==> config.mk <==
export PLATFORM = sky130hd
export DESIGN_NAME = cayde_decode_stage
export DESIGN_NICKNAME = d
export VERILOG_FILES = /design/src/rtl/cayde_decode_stage.sv
export SDC_FILE = /design/constraint.sdc
export NUM_CORES = 1
export LEC_CHECK = 0
export ABC_AREA = 1
export CAP_MARGIN = 5
export CORE_MARGIN = 2
export CORE_UTILIZATION = 47
export DETAILED_ROUTE_END_ITERATION = 16
export PLACE_DENSITY = 0.78
export SETUP_SLACK_MARGIN = 0.4
export SLEW_MARGIN = 15
export SYNTH_ARGS = -nofsm -noshare
export SYNTH_HDL_FRONTEND = slang
export SYNTH_SLANG_ARGS = --single-unit
==> constraint.sdc <==
create_clock -name clk_in -period 3.4 [get_ports clk_in]
set_clock_uncertainty 0.2 [all_clocks]
set_input_delay 0.68 -clock clk_in [delete_from_list [all_inputs] [get_ports clk_in]]
set_output_delay 0.68 -clock clk_in [all_outputs]
set_load 0.005 [all_outputs]
==> src/rtl/cayde_decode_stage.sv <==
// cayde_decode_stage: registered RV32 OP/OP-IMM/LOAD/STORE decoder behind a 2-entry skid buffer.
package cayde_pkg;
  typedef enum logic [3:0] {
    ALU_NONE, ALU_ADD, ALU_SUB, ALU_XOR, ALU_OR, ALU_AND,
    ALU_SLL, ALU_SRL, ALU_SRA, ALU_SLT, ALU_SLTU
  } alu_op;
  typedef enum logic [2:0] {
    LOAD_NONE, LOAD_BYTE, LOAD_HALF_WORD, LOAD_WORD, LOAD_BYTE_UNSIGNED, LOAD_HALF_WORD_UNSIGNED
  } load_op;
  typedef enum logic [1:0] {STORE_NONE, STORE_BYTE, STORE_HALF_WORD, STORE_WORD} store_op;
endpackage

module cayde_decode_stage
  import cayde_pkg::*;
#(
  parameter int XLEN = 32,
  parameter int RV32E = 0,
  parameter int ENABLE_SHIFT_SLT = 1,
  parameter int CNT_W = 16
) (
  input  logic             clk_in,
  input  logic             rst_in,
  input  logic             flush_in,
  input  logic [31:0]      instr_in,
  input  logic             in_valid_in,
  output logic             in_ready_out,
  output logic             out_valid_out,
  input  logic             out_ready_in,
  output alu_op            alu_op_out,
  output load_op           load_op_out,
  output store_op          store_op_out,
  output logic [4:0]       rs1_out,
  output logic [4:0]       rs2_out,
  output logic [4:0]       rd_out,
  output logic [XLEN-1:0]  imm_out,
  output logic             illegal_out,
  output logic [CNT_W-1:0] illegal_cnt_out
);
  typedef struct packed {
    alu_op           alu;
    load_op          ld;
    store_op         st;
    logic [4:0]      rs1;
    logic [4:0]      rs2;
    logic [4:0]      rd;
    logic [XLEN-1:0] imm;
    logic            bad;
  } entry_t;
  typedef enum logic [1:0] {EMPTY, ONE, TWO} state_t;

  state_t          r_state;
  entry_t          r_main, r_skid;
  logic [CNT_W-1:0] r_cnt;
  entry_t          w_dec;
  logic [6:0]      w_f7;
  logic [2:0]      w_f3;
  logic [XLEN-1:0] w_imm_i, w_imm_s, w_shamt;
  logic            w_acc, w_pop;

  assign w_f7    = instr_in[31:25];
  assign w_f3    = instr_in[14:12];
  assign w_imm_i = {{(XLEN-12){instr_in[31]}}, instr_in[31:20]};
  assign w_imm_s = {{(XLEN-12){instr_in[31]}}, instr_in[31:25], instr_in[11:7]};
  assign w_shamt = {{(XLEN-5){1'b0}}, instr_in[24:20]};

  always_comb begin
    w_dec     = '0;
    w_dec.rs1 = instr_in[19:15];
    w_dec.rd  = instr_in[11:7];
    case (instr_in[6:0])
      7'b0110011: begin
        w_dec.rs2 = instr_in[24:20];
        case ({w_f7, w_f3})
          10'h000: w_dec.alu = ALU_ADD;
          10'h001: w_dec.alu = ALU_SLL;
          10'h002: w_dec.alu = ALU_SLT;
          10'h003: w_dec.alu = ALU_SLTU;
          10'h004: w_dec.alu = ALU_XOR;
          10'h005: w_dec.alu = ALU_SRL;
          10'h006: w_dec.alu = ALU_OR;
          10'h007: w_dec.alu = ALU_AND;
          10'h100: w_dec.alu = ALU_SUB;
          10'h105: w_dec.alu = ALU_SRA;
          default: w_dec.bad = 1'b1;
        endcase
      end
      7'b0010011: begin
        w_dec.imm = w_imm_i;
        case (w_f3)
          3'd0: w_dec.alu = ALU_ADD;
          3'd1: begin
            w_dec.alu = ALU_SLL;
            w_dec.imm = w_shamt;
            w_dec.bad = w_f7 != 7'h00;
          end
          3'd2: w_dec.alu = ALU_SLT;
          3'd3: w_dec.alu = ALU_SLTU;
          3'd4: w_dec.alu = ALU_XOR;
          3'd5: begin
            w_dec.alu = w_f7[5] ? ALU_SRA : ALU_SRL;
            w_dec.imm = w_shamt;
            w_dec.bad = w_f7 != 7'h00 && w_f7 != 7'h20;
          end
          3'd6: w_dec.alu = ALU_OR;
          default: w_dec.alu = ALU_AND;
        endcase
      end
      7'b0000011: begin
        w_dec.alu = ALU_ADD;
        w_dec.imm = w_imm_i;
        case (w_f3)
          3'd0: w_dec.ld = LOAD_BYTE;
          3'd1: w_dec.ld = LOAD_HALF_WORD;
          3'd2: w_dec.ld = LOAD_WORD;
          3'd4: w_dec.ld = LOAD_BYTE_UNSIGNED;
          3'd5: w_dec.ld = LOAD_HALF_WORD_UNSIGNED;
          default: w_dec.bad = 1'b1;
        endcase
      end
      7'b0100011: begin
        w_dec.alu = ALU_ADD;
        w_dec.imm = w_imm_s;
        w_dec.rs2 = instr_in[24:20];
        w_dec.rd  = 5'd0;
        case (w_f3)
          3'd0: w_dec.st = STORE_BYTE;
          3'd1: w_dec.st = STORE_HALF_WORD;
          3'd2: w_dec.st = STORE_WORD;
          default: w_dec.bad = 1'b1;
        endcase
      end
      default: w_dec.bad = 1'b1;
    endcase
    if (ENABLE_SHIFT_SLT == 0 && w_dec.alu inside {ALU_SLL, ALU_SRL, ALU_SRA, ALU_SLT, ALU_SLTU})
      w_dec.bad = 1'b1;
    // unused rs2 and store rd are already zero, so only live indices are tested
    if (RV32E != 0 && (w_dec.rs1[4] | w_dec.rs2[4] | w_dec.rd[4]))
      w_dec.bad = 1'b1;
    if (w_dec.bad) begin
      w_dec     = '0;
      w_dec.bad = 1'b1;
    end
  end

  assign in_ready_out  = r_state != TWO;
  assign out_valid_out = r_state != EMPTY;
  assign w_acc = in_valid_in & in_ready_out;
  assign w_pop = out_valid_out & out_ready_in;

  always_ff @(posedge clk_in or posedge rst_in) begin
    if (rst_in) begin
      r_state <= EMPTY;
      r_main  <= '0;
      r_skid  <= '0;
      r_cnt   <= '0;
    end else begin
      if (w_acc && w_dec.bad && r_cnt != '1)
        r_cnt <= r_cnt + CNT_W'(1);
      if (flush_in)
        r_state <= EMPTY;
      else
        case (r_state)
          EMPTY: if (w_acc) begin
            r_main  <= w_dec;
            r_state <= ONE;
          end
          ONE: if (w_acc && w_pop)
            r_main <= w_dec;
          else if (w_acc) begin
            r_skid  <= w_dec;
            r_state <= TWO;
          end else if (w_pop)
            r_state <= EMPTY;
          TWO: if (w_pop) begin
            r_main  <= r_skid;
            r_state <= ONE;
          end
          default: r_state <= EMPTY;
        endcase
    end
  end

  assign alu_op_out      = r_main.alu;
  assign load_op_out     = r_main.ld;
  assign store_op_out    = r_main.st;
  assign rs1_out         = r_main.rs1;
  assign rs2_out         = r_main.rs2;
  assign rd_out          = r_main.rd;
  assign imm_out         = r_main.imm;
  assign illegal_out     = r_main.bad;
  assign illegal_cnt_out = r_cnt;
endmodule
[Word level (Yosys, flattened, before mapping)]
Index checks and enable logic that the tools add are counted.
W data, S select, Z words.
Word-level totals
  register bits after elaboration: 132
  input port bits: 37
  output and inout bits: 75
  logic and storage cells: 100
Operators by class
  add/sub/neg operators: 1
  equality and inequality tests: 31
  multiplexer cells: 28
  bitwise gates (word level): 4
  reduce and logical (&&, ||, !) cells: 18
Operator list (number)
  $mux W57: 4
  $pmux W57 S3: 1
  $pmux W32 S3: 1
  $pmux W33 S2: 1
  $eq A10 B3 Y1 const B: 4
  $pmux W4 S10: 1
  $pmux W4 S7: 1
  $eq A10 B2 Y1 const B: 2
  $eq A10 B9 Y1 const B: 2
  $add A16 B1 Y16 const B: 1
  $ne A16 B16 Y1 const B: 1
  $pmux W3 S5: 1
  $eq A7 B6 Y1 const B: 2
  $mux W2: 7
  $pmux W2 S3: 2
  $pmux W4 S3: 1
  $eq A10 B1 Y1 const B: 1
  $logic_not A10 Y1: 1
  $mux W5: 2
  $reduce_or A10 Y1: 1
  $eq A3 B3 Y1 const B: 3
  $ne A3 B3 Y1 const B: 3
  $ne A2 B2 Y1 const B: 4
  $reduce_and A4 Y1: 2
  24 further kinds: 33

[Longest topological paths before layout]
Gate-level depths: netlist (run 1).
  word-level depth: 7
  depth in mapped cells: 12

[Worst setup path after synthesis (run 1)]
No wires, ideal clock.
  path type: in2reg
  from: input instr_in[14]
  to: register r_cnt[0], in the netlist illegal_cnt_out[0]
  setup time: 0.117 ns
  data arrival time: 1.760 ns
  data required time: 3.083 ns
  slack: 1.323 ns
  stages on the path: 11
  cell sequence: buf_4 > nor2_1 > nand2_1 > nor2_2 > a21oi_1 > nand4_2 > nand2_2 > buf_6 > buf_6 > nand4_1 > nand2_1
On the way
  word-level cells in the longest chain between the ends: 7
  elaborated cells on any way between the ends: 26
Ends and longest elaborated chain
  start: declaration: line 24  | input logic [31:0] instr_in,
  $eq A10 B9 Y1, or another cell as far along: line 73  | case ({w_f7, w_f3})
  $reduce_or A10 Y1 (no source line), or another cell as far along
  $mux W1, on equally long branches: line 73, 111, 125
  $pmux W1 S4 *: line 70  | case (instr_in[6:0])
  $mux W57 *: line 139  | if (w_dec.bad) begin
  $logic_and A1 B1 Y1 * (2 in a row): line 157  | if (w_acc && w_dec.bad && r_cnt != '1)
  end signal: assignment: line 158  | r_cnt <= r_cnt + CNT_W'(1);
  end: declaration: line 53  | logic [CNT_W-1:0] r_cnt;
Every way passes the cells marked *; elsewhere a longest branch is shown, timed or not.
A chain may end at the register's enable or synchronous reset.

[Worst setup path in the final report (run 1)]
  from: input instr_in[14]
  to: register r_main (netlist bit imm_out[7])
On the way
  word-level cells in the longest chain between the ends: 7
  elaborated cells on any way between the ends: 28
Ends and longest elaborated chain
  $eq A10 B9 Y1, or another cell as far along: line 73
  $reduce_or A10 Y1 (no source line), or another cell as far along
  $mux W1, on equally long branches: line 73, 111, 125
  $pmux W1 S4: line 70
  $mux W57 *: line 139
  $mux W57, on equally long branches: line 167, 163
  $pmux W57 S3 *: line 162  | case (r_state)
  end signal: assignment: line 164  | r_main <= w_dec;
  end signal: assignment: line 168  | r_main <= w_dec;
  end signal: assignment: line 175  | r_main <= r_skid;
  end: declaration: line 52  | entry_t r_main, r_skid;
Every way passes the cells marked *; elsewhere a longest branch is shown, timed or not. The select of a mux whose other input is x is not followed.

==> results.yml, run 1 <==
run:
  cap_violations: 0
sta:
  finalWorstSetupSlack_ns: 0.757
  tns_ns: 0
  fin_crit_sh_pct: 77.7
  drv_slew: 0
  relSlewSlack_pct: 57.0
  hold_violations: 0
  fmax_mhz: 378
  fin_crit_ns: 2.64
  rsz0062_at_grt: "false"
  tightest_slew_ns: 0.644
  setup_violations: 0
finish:
  synthToLayoutAreaGrowth_pct: 26.6
  diodes: 0
  nets: 867
  final_layout_size_suffix_gt1_share_pct: 6.48
worst_setup_path:
  path_common_cell: "nand2_1"
  crit_arrival_ns: 2.72
  path_class: "in -> reg"
  r2r_setup_slack_ns: 1.21
  crit_chain: "clkdlybuf4s50_1 > nand2_1 > nor2_1 > a21oi_1 > nand4_2 > buf_4 > nand3_1 > nand2_1 > nand2_1 > nand2_1"
  cp-start-kind: "input port"
  cpMaxStageDelayCell: "clkdlybuf4s50_1"
  rr_startpoint: "illegal_cnt_out[0]"
  reg2reg_to: "illegal_cnt_out[11]"
  crit_path_end_kind: "flop"
  worstRegToRegCells: 9
  crit_path_max_incr_delay_ns: 0.67
  required_ns: 3.47
  crit_fanout: 31
floorplan:
  start_util_pct: 48.4
  die_y_um: 110
  ios: 112
  row_count: 38
  core_area_um2: 10900
  die_w_um: 110
  die_area_um2: 12100
logic_synthesis:
  synth_ff_type: "dfrtp_1"
  synth-edff-count: 0
  synthesis.area_um2: 5290
  netlist-cell-type-count: 30
  ys_ff_latch: 92
  synthArstFlopShare_pct: 100
  synth_warnings: 0
  syn_area_per_cell_um2: 7.06
  synthCells: 750
  seq_area_frac_synth_pct: 43.5
  synth_nets: 788
clocking:
  cts_root_buffer: "clkbuf_16"
  cts.clk_slew.worst_paths_ns: 0.06
  cts_sinks: 92
  cts_tree: "built"
  cts_hold_buf: 0
  cts_buffers: 9
  clk_latency_ns: 0.34
  htree_levels: 3
  post_cts.repair.setup_buffers: 0
  cts_resized: 0
  cts_buffer_depth: 2
global_routing:
  grt_use_total_pct: 24.1
  grt_pass1_vias: 4763
  grt_max_degree: 93
  antenna_found_initial: 0
  grt_overflow: 0
  grt_pass1_wl_um: 22900
route:
  first_pass_iters: 5
  route.vias.total: 5166
  initialDrtViolationCount: 356
  drc: 0
  viasPerCell: 5.31
  postRouteAntennaNets: 0
  wl_per_cell_um: 14.4
  wirelength_um: 14000
power_and_ir_drop:
  power.leakage_nw: 3.37
  peakVddDrop_uv: 250
  powerDensity_nw_per_um2: 448
hold_path:
  holdCritStartpoint: "imm_out[7]"
  holdPathStages: 2
  hp-class: "reg -> reg"
  min_to: "imm_out[7]"
status:
  status: "finished, final reports clean"
placed_design:
  place_congestion: 0.939
  place_hpwl_um: 9780
  post-place-ws_ns: 0.452
  portBuffers: 111
## cells in the mapped netlist, drive strengths merged, types with 6 or more instances
master  instances  area share (%)
nand4          21             2.6
inv            45             3.2
xor2            6            0.99
a21oi          13             1.2
buf            41             5.1
nor2          124             9.5
xnor2           7             1.2
clkbuf         13            0.92
nand2         261              19
nand3          60             6.2
o21ai          57             5.4
dfrtp          92              44
## layout by cell type, fill, tap and decap left out, types with 3 or more instances in the layout
cell / count
xnor2_1: 7
nor2_2: 6
clkinvlp_4: 3
nand4_1: 20
a21oi_1: 13
nand2_1: 258
nand2_2: 3
buf_4: 9
clkbuf_8: 3
nor2_4: 3
inv_2: 9
dfrtp_1: 92
o21ai_1: 33
a21boi_0: 4
o21ai_0: 24
clkbuf_16: 9
clkdlybuf4s50_1: 111
inv_1: 35
nor2_1: 115
xor2_1: 6
nand3_1: 57
## registers in the layout, summed over array words and instances (netlist names)
register         count
r_skid              37
illegal_cnt_out     16
imm_out             12
rs2_out              5
illegal_out          1
rd_out               5
alu_op_out           4
rs1_out              5
r_state              2
load_op_out          3
store_op_out         2
## layout make-up
cell class	count	area [µm²]
Sequential cell	92	2300
Inverter	45	173
Clock inverter	3	45.0
Fill cell	1000	4240
Timing Repair Buffer	122	1220
Tap cell	140	175
Clock buffer	12	267
Multi-Input combinational cell	559	2520
## through the flow
step | area [µm²] | power, mW | utilization (%) | std cells | hold WS (ns)
3_3_place_gp | 6390 | 1.96 | 58.4 | 958 | 0.261
3_5_place_dp | 6390 | 1.98 | 58.4 | 958 | 0.268
2_1_floorplan | 5300 | 1.64 | - | 750 | 0.244
6_report | 6700 | 3.00 | 61.3 | 973 | 0.277
5_1_grt | 6700 | 3.15 | 61.3 | 973 | 0.304
4_1_cts | 6700 | 3.02 | 61.3 | 973 | 0.280
## worst max-delay path: cells and delay by family
family	cells	cell delay, ns
buffers and inverters	2	0.99
AOI/OAI and AO/OA	1	0.14
and+or+nand+nor	7	0.91
## power breakdown
group / internal, mW / total (mW) / switching [mW]
combinational: 0.339 / 0.668 / 0.329
sequential: 1.20 / 1.29 / 0.0961
clock: 0.626 / 1.04 / 0.416
## per-layer routing
| metal | vias to the layer above | GRT usage (%) | share of wire (%) |
|---|---|---|---|
| met2 | 197 | 38.8 | 48 |
| li1 | 2525 | - | - |
| met3 | 16 | 4.12 | 6.4 |
| met1 | 2428 | 33.4 | 44 |
| met5 | - | 0 | 0 |
| met4 | 0 | 7.23 | 1.1 |
## cell families (layout without fill, tap and decap cells)
kind of cell,Yosys count,in the layout,share of synthesized area [%]
adder cells (fa/ha/maj),1,1,0.236
AND/OR/NAND/NOR,469,469,37.4
flip-flops,92,92,43.5
AO/OA/AOI/OAI,76,76,7.47
XOR/XNOR,13,13,2.15
buffers and inverters,99,182,9.20
## worst max-delay path by stage
stage	cells past startpoint	endpoint	start	slack, ns
final	10	imm_out[7]	instr_in[14]	0.76
after global placement	10	imm_out[8]	instr_in[14]	0.45
after CTS	3	in_ready_out	r_state[0]	0.78
after floorplan	11	illegal_cnt_out[0]	instr_in[14]	1.32
after global routing	10	imm_out[10]	instr_in[14]	0.56
after detailed placement	10	imm_out[8]	instr_in[14]	0.45
No activity file was read; power rests on OpenSTA's default activity.
==> run 2: changes to the inputs <==
- clock period: 3.4 -> 2.2 ns (I/O delays scaled with it)
==> results.yml, run 2 (synthesis results as in run 1) <==
route:
  met3_length_um: 1320
  wirelength_um: 18900
  drc: 0
  wl_met2_um: 9340
  postRouteAntennaNets: 0
  viasPerCell: 5.62
  initialDrtViolationCount: 594
  wl_per_cell_um: 17.3
  first_pass_iters: 5
  route.vias.total: 6129
  drt-met1-wl_um: 7280
  routed.top_layer: "met4"
global_routing:
  grt_pass1_wl_um: 26500
  grt_use_total_pct: 27.9
  grt_overflow: 0
  antenna_found_initial: 0
  grt_max_degree: 47
  grt_pass1_vias: 5670
floorplan:
  start_util_pct: 48.4
  row_count: 38
  ios: 112
  die_y_um: 110
  die_area_um2: 12100
  core_area_um2: 10900
  die_w_um: 110
worst_setup_path:
  cpMaxStageDelayCell: "dfrtp_2"
  crit_path_max_incr_delay_ns: 0.37
  cp-start-kind: "flop"
  crit_path_end_kind: "flop"
  crit_fanout: 8
  required_ns: 2.22
  path_class: "reg -> reg"
  crit_arrival_ns: 1.95
  crit_chain: "buf_4 > ha_4 > nand3_4 > nor2_4 > nand2_4 > nor2_4 > buf_12 > nand3_4 > nand4_1 > nand2_1"
clocking:
  cts_tree: "built"
  cts_sinks: 92
  clk_latency_ns: 0.34
  cts.clk_slew.worst_paths_ns: 0.07
  cts_buffer_depth: 2
  cts_root_buffer: "clkbuf_16"
  htree_levels: 3
  cts_buffers: 9
  cts_hold_buf: 0
sta:
  fin_crit_sh_pct: 87.8
  rsz0062_at_grt: "true"
  drv_slew: 0
  relSlewSlack_pct: 69.6
  setup_violations: 0
  tightest_slew_ns: 0.455
  fmax_mhz: 518
  fin_crit_ns: 1.93
  hold_violations: 0
placed_design:
  portBuffers: 111
  placed_cell_area_um2: 6830
  place_congestion: 0.939
  place_hpwl_um: 10300
  dp_cells: 1005
finish:
  largest_reg_flops: 37
  mostFrequentLayoutCells: "nand2_1 (222), nor2_1 (95), dfrtp_1 (84)"
  final_cell_count_no_fill: 1090
  layout_commonest_cell: "nand2_1"
  synthToLayoutAreaGrowth_pct: 56.7
  nets: 983
  finish.instance_area_um2: 8290
  diodes: 0
  nFillCells: 764
  final_layout_size_suffix_gt1_share_pct: 32.9
  top_register: "r_skid"
power_and_ir_drop:
  peakVddDrop_uv: 480
  power.leakage_nw: 4.43
  powerDensity_nw_per_um2: 619
hold_path:
  hp-class: "in -> async"
status:
  status: "finished, final reports clean"
run:
  cap_violations: 0
## run 2: path summary, 6_finish.rpt
kind | startpoint | endpoint | slack [ns] | depth (start not counted)
max in group asynchronous | rst_in | imm_out[30] | 0.98 | 3
hold / removal | rst_in | r_state[0] | 0.24 | 2
hold reg to reg | rs1_out[0] | rs1_out[0] | 0.28 | 2
min in group clk_in | rs1_out[0] | rs1_out[0] | 0.28 | 2
setup / recovery | illegal_cnt_out[0] | illegal_cnt_out[5] | 0.27 | 10
setup reg to reg | illegal_cnt_out[0] | illegal_cnt_out[5] | 0.27 | 10
## run 2: timing repair
item,CTS,global route
hold endpoints to repair,0,0
setup endpoints to repair,163,103
pin swaps,34,49
gates cloned,8,7
setup buffers,39,15
resized for setup,185,162
## run 2: routing by layer
metal	GRT usage, %	vias to the layer above
met2	47.2	357
met4	11.2	0
met5	0	-
li1	-	2767
met1	35.7	2908
met3	4.53	97
## run 2: area by class of cell
class	instances	area [µm²]	area share, %
Tap cell	140	175	2.11
Clock buffer	9	225	2.72
Clock inverter	7	98.8	1.19
Inverter	45	175	2.11
Sequential cell	92	2310	27.9
Multi-Input combinational cell	562	3080	37.2
Timing Repair Buffer	235	2220	26.8
## run 2: power by group
group          switching, mW  internal (mW)  total, mW
clock                  0.683           1.00       1.68
sequential             0.113           1.85       1.97
combinational          0.764          0.719       1.48
## run 2: critical path, delay by kind of cell, from the launching register on
kind          cells  cell delay (ns)
fa+ha+maj         1             0.16
flops             1             0.37
simple gates      7             0.82
buf+inv           2             0.26
## run 2: through the flow
stage               hold slack (ns)  setup WS [ns]  util (%)  power, mW  TNS, ns
global route                  0.276          0.212      75.8       5.36        0
detailed placement            0.260         -0.306      62.5       3.14   -17.42
global placement              0.256         -0.254      62.5       3.11   -13.13
CTS                           0.251          0.272      70.9       4.87        0
finish                        0.238          0.268      75.8       5.13        0
floorplan                     0.244          0.375         -       2.55        0
==> run 3: changes to the inputs <==
- CORE_UTILIZATION: 47 -> 52
- PLACE_DENSITY: 0.78 -> 0.81
- clock period: 2.2 -> 1.9 ns (I/O delays scaled with it)
==> results.yml, run 3 <==
status:
  status: "did not finish"
  lastStage: "global routing"
  firstError: "[ERROR GRT-0232] Routing congestion too high. Check the congestion heatmap in the GUI."
global_routing:
  grt_overflow: 433
  grt_max_degree: 67
  grt_use_total_pct: 87.3
logic_synthesis:
  synth.most_common_cell: "nand2_1"
  synth_ff_type: "dfrtp_1"
  syn_area_per_cell_um2: 7.06
  synth.area.top_cells: "dfrtp_1 (44%), nand2_1 (18%), nor2_1 (8.2%)"
  ys_ff_latch: 92
  synth_nets: 788
  synth_commonest_cells: "nand2_1 (258), nor2_1 (115), dfrtp_1 (92)"
  synth_warnings: 0
  seq_area_frac_synth_pct: 43.5
  netlist.area_leader.share_pct: 43.5
  netlist-cell-type-count: 30
  synth-edff-count: 0
  synthCells: 750
  synthArstFlopShare_pct: 100
  yosys.area.top_type: "dfrtp_1"
  synthesis.area_um2: 5290
sta:
  worstEpCategory: "sequential cell input"
  postGrtWorstEndpoint: "illegal_cnt_out[13]$_DFFE_PP0P_/D"
clocking:
  cts_sinks: 92
  cts_buffers: 9
  cts_hold_buf: 0
  cts_root_buffer: "clkbuf_8"
  htree_levels: 3
  cts_buffer_depth: 2
floorplan:
  start_util_pct: 53.9
  die_y_um: 105
  ios: 112
  die_w_um: 105
  row_count: 36
placed_design:
  portBuffers: 111
  place_hpwl_um: 11000
  place_congestion: 0.860
  placed_cell_area_um2: 7210
  dp_cells: 1021
## run 3: through the flow
stage | setup WS, ns | utilization, % | setup TNS [ns]
2_1_floorplan | 0.0849 | - | 0
3_3_place_gp | -0.491 | 73.4 | -37.19
3_5_place_dp | -0.547 | 73.4 | -41.49
4_1_cts | 0.143 | 87.2 | 0
## run 3: cells by family after synthesis
kind of cell	count (synthesis)	share of synthesized area (%)
adders and majority gates	1	0.236
AOI/OAI and AO/OA	76	7.47
xor gates and xnor gates	13	2.15
DFF	92	43.5
and+or+nand+nor	469	37.4
buffers and inverters	99	9.20
## run 3: what timing repair did
action | 4_1_cts
setup buffers | 61
gates resized for setup | 365
gates cloned | 15
setup endpoints to repair | 167
pin swaps | 44
## run 3: metal layers
| metal | global-route usage [%] | GRT overflow |
|---|---|---|
| met5 | 1.90 | 0 |
| met4 | 100 | 124 |
| met3 | 61.1 | 0 |
| met2 | 111 | 308 |
| met1 | 85.6 | 1 |
==> run 4: changes to the inputs <==
- CORE_UTILIZATION: 52 -> 40
- PLACE_DENSITY: 0.81 -> not set
- PLACE_DENSITY_LB_ADDON: not set -> 0.15
- SETUP_SLACK_MARGIN: 0.4 -> not set
==> results.yml, run 4 (synthesis results as in run 1) <==
global_routing:
  grt_pass1_vias: 5144
  grt_overflow: 0
  grt_max_degree: 67
  grt_use_total_pct: 21.1
  antenna_found_initial: 0
  grt_pass1_wl_um: 24400
finish:
  mostFrequentLayoutCells: "nand2_1 (255), nor2_1 (104), dfrtp_1 (88)"
  largest_reg_flops: 37
  diodes: 0
  top_register: "r_skid"
  synthToLayoutAreaGrowth_pct: 46.4
  nFillCells: 1195
  layout_commonest_cell: "nand2_1"
  final_layout_size_suffix_gt1_share_pct: 20.6
  nets: 960
  finish.instance_area_um2: 7740
sta:
  tightest_slew_ns: 0.380
  setup_violations: 0
  fin_crit_sh_pct: 98.5
  hold_violations: 0
  fin_crit_ns: 1.87
  fmax_mhz: 534
  tns_ns: 0
  drv_slew: 0
  relSlewSlack_pct: 74.6
route:
  route.vias.total: 5359
  wirelength_um: 14700
  first_pass_iters: 5
  postRouteAntennaNets: 0
  wl_per_cell_um: 13.3
  drc: 0
  initialDrtViolationCount: 378
  viasPerCell: 4.86
clocking:
  cts_sinks: 92
  cts.clk_slew.worst_paths_ns: 0.07
  cts_tree: "built"
  clk_latency_ns: 0.35
  cts_buffer_depth: 2
  cts_root_buffer: "clkbuf_16"
  cts_hold_buf: 0
  cts_buffers: 9
  htree_levels: 3
power_and_ir_drop:
  p_total_mw: 5.58
  powerDensity_nw_per_um2: 720
  power.leakage_nw: 4.06
  peakVddDrop_uv: 334
placed_design:
  placed_cell_area_um2: 6980
  place_hpwl_um: 10100
  portBuffers: 111
  place_congestion: 0.942
floorplan:
  die_y_um: 119
  die_area_um2: 14200
  row_count: 42
  ios: 112
  core_area_um2: 13100
  die_w_um: 119
  start_util_pct: 40.4
worst_setup_path:
  cpMaxStageDelayCell: "clkdlybuf4s50_1"
  crit_fanout: 2
  crit_chain: "clkdlybuf4s50_1"
  crit_path_max_incr_delay_ns: 0.53
  crit_path_end_kind: "output pin"
  cp_top_family: "buffers and inverters"
  path_class: "reg -> out"
  cp-start-kind: "flop"
  worst-path-buf-inv: 1
  crit_arrival_ns: 1.29
  required_ns: 1.32
hold_path:
  hp-class: "in -> async"
run:
  cap_violations: 0
status:
  status: "finished, final reports clean"
-- run 4: final cells by class --
cell class | instances | area (µm²) | area share, %
Tap cell | 176 | 220 | 2.84
Multi-Input combinational cell | 559 | 2690 | 34.7
Inverter | 45 | 173 | 2.23
Timing Repair Buffer | 215 | 2060 | 26.6
Sequential cell | 92 | 2310 | 29.8
Clock buffer | 12 | 246 | 3.18
Clock inverter | 3 | 46.3 | 0.598
-- run 4: path summary, 6_finish.rpt --
check	startpoint	end	slack (ns)	cells after the start
worst max-delay path	imm_out[2]	imm_out[2]	0.03	1
worst min-delay path	rst_in	r_skid[0]	0.18	2
worst max register to register	illegal_cnt_out[0]	illegal_cnt_out[5]	0.09	10
worst min register to register	imm_out[7]	imm_out[7]	0.28	2
max in group asynchronous	rst_in	illegal_cnt_out[6]	0.73	3
min in group clk_in	instr_in[28]	r_skid[9]	0.26	4
-- run 4: power by group --
group          total, mW  leakage, nW  internal (mW)  switching, mW
combinational       1.49         2.67          0.775          0.715
sequential          2.26         1.26           2.14          0.123
clock               1.82        0.139           1.06          0.769
-- run 4: routing by layer --
layer | share of wire (%) | wire length, µm | vias to the layer above | track usage [%]
met5 | 0 | 0 | - | 0
met4 | 1.6 | 235 | 0 | 7.81
met3 | 4.9 | 724 | 18 | 3.35
met2 | 49 | 7120 | 138 | 35.2
met1 | 45 | 6590 | 2491 | 27.6
li1 | - | - | 2712 | -
-- run 4: what timing repair did --
item,in CTS,in global routing
pin swaps,15,13
gates resized for setup,90,48
endpoints found under the setup margin,113,90
setup buffers,20,9
cloned,3,0
-- run 4: metrics by stage --
step | worst slack (ns) | hold slack, ns | std cells | util [%]
global placement | -0.513 | 0.260 | 1055 | 53.3
floorplan | 0.0577 | 0.244 | 750 | -
detailed placement | -0.536 | 0.265 | 1055 | 53.3
finish | 0.0290 | 0.180 | 1102 | 59.2
CTS | 0.00374 | 0.185 | 1093 | 58.3
global route | -0.00459 | 0.204 | 1102 | 59.2
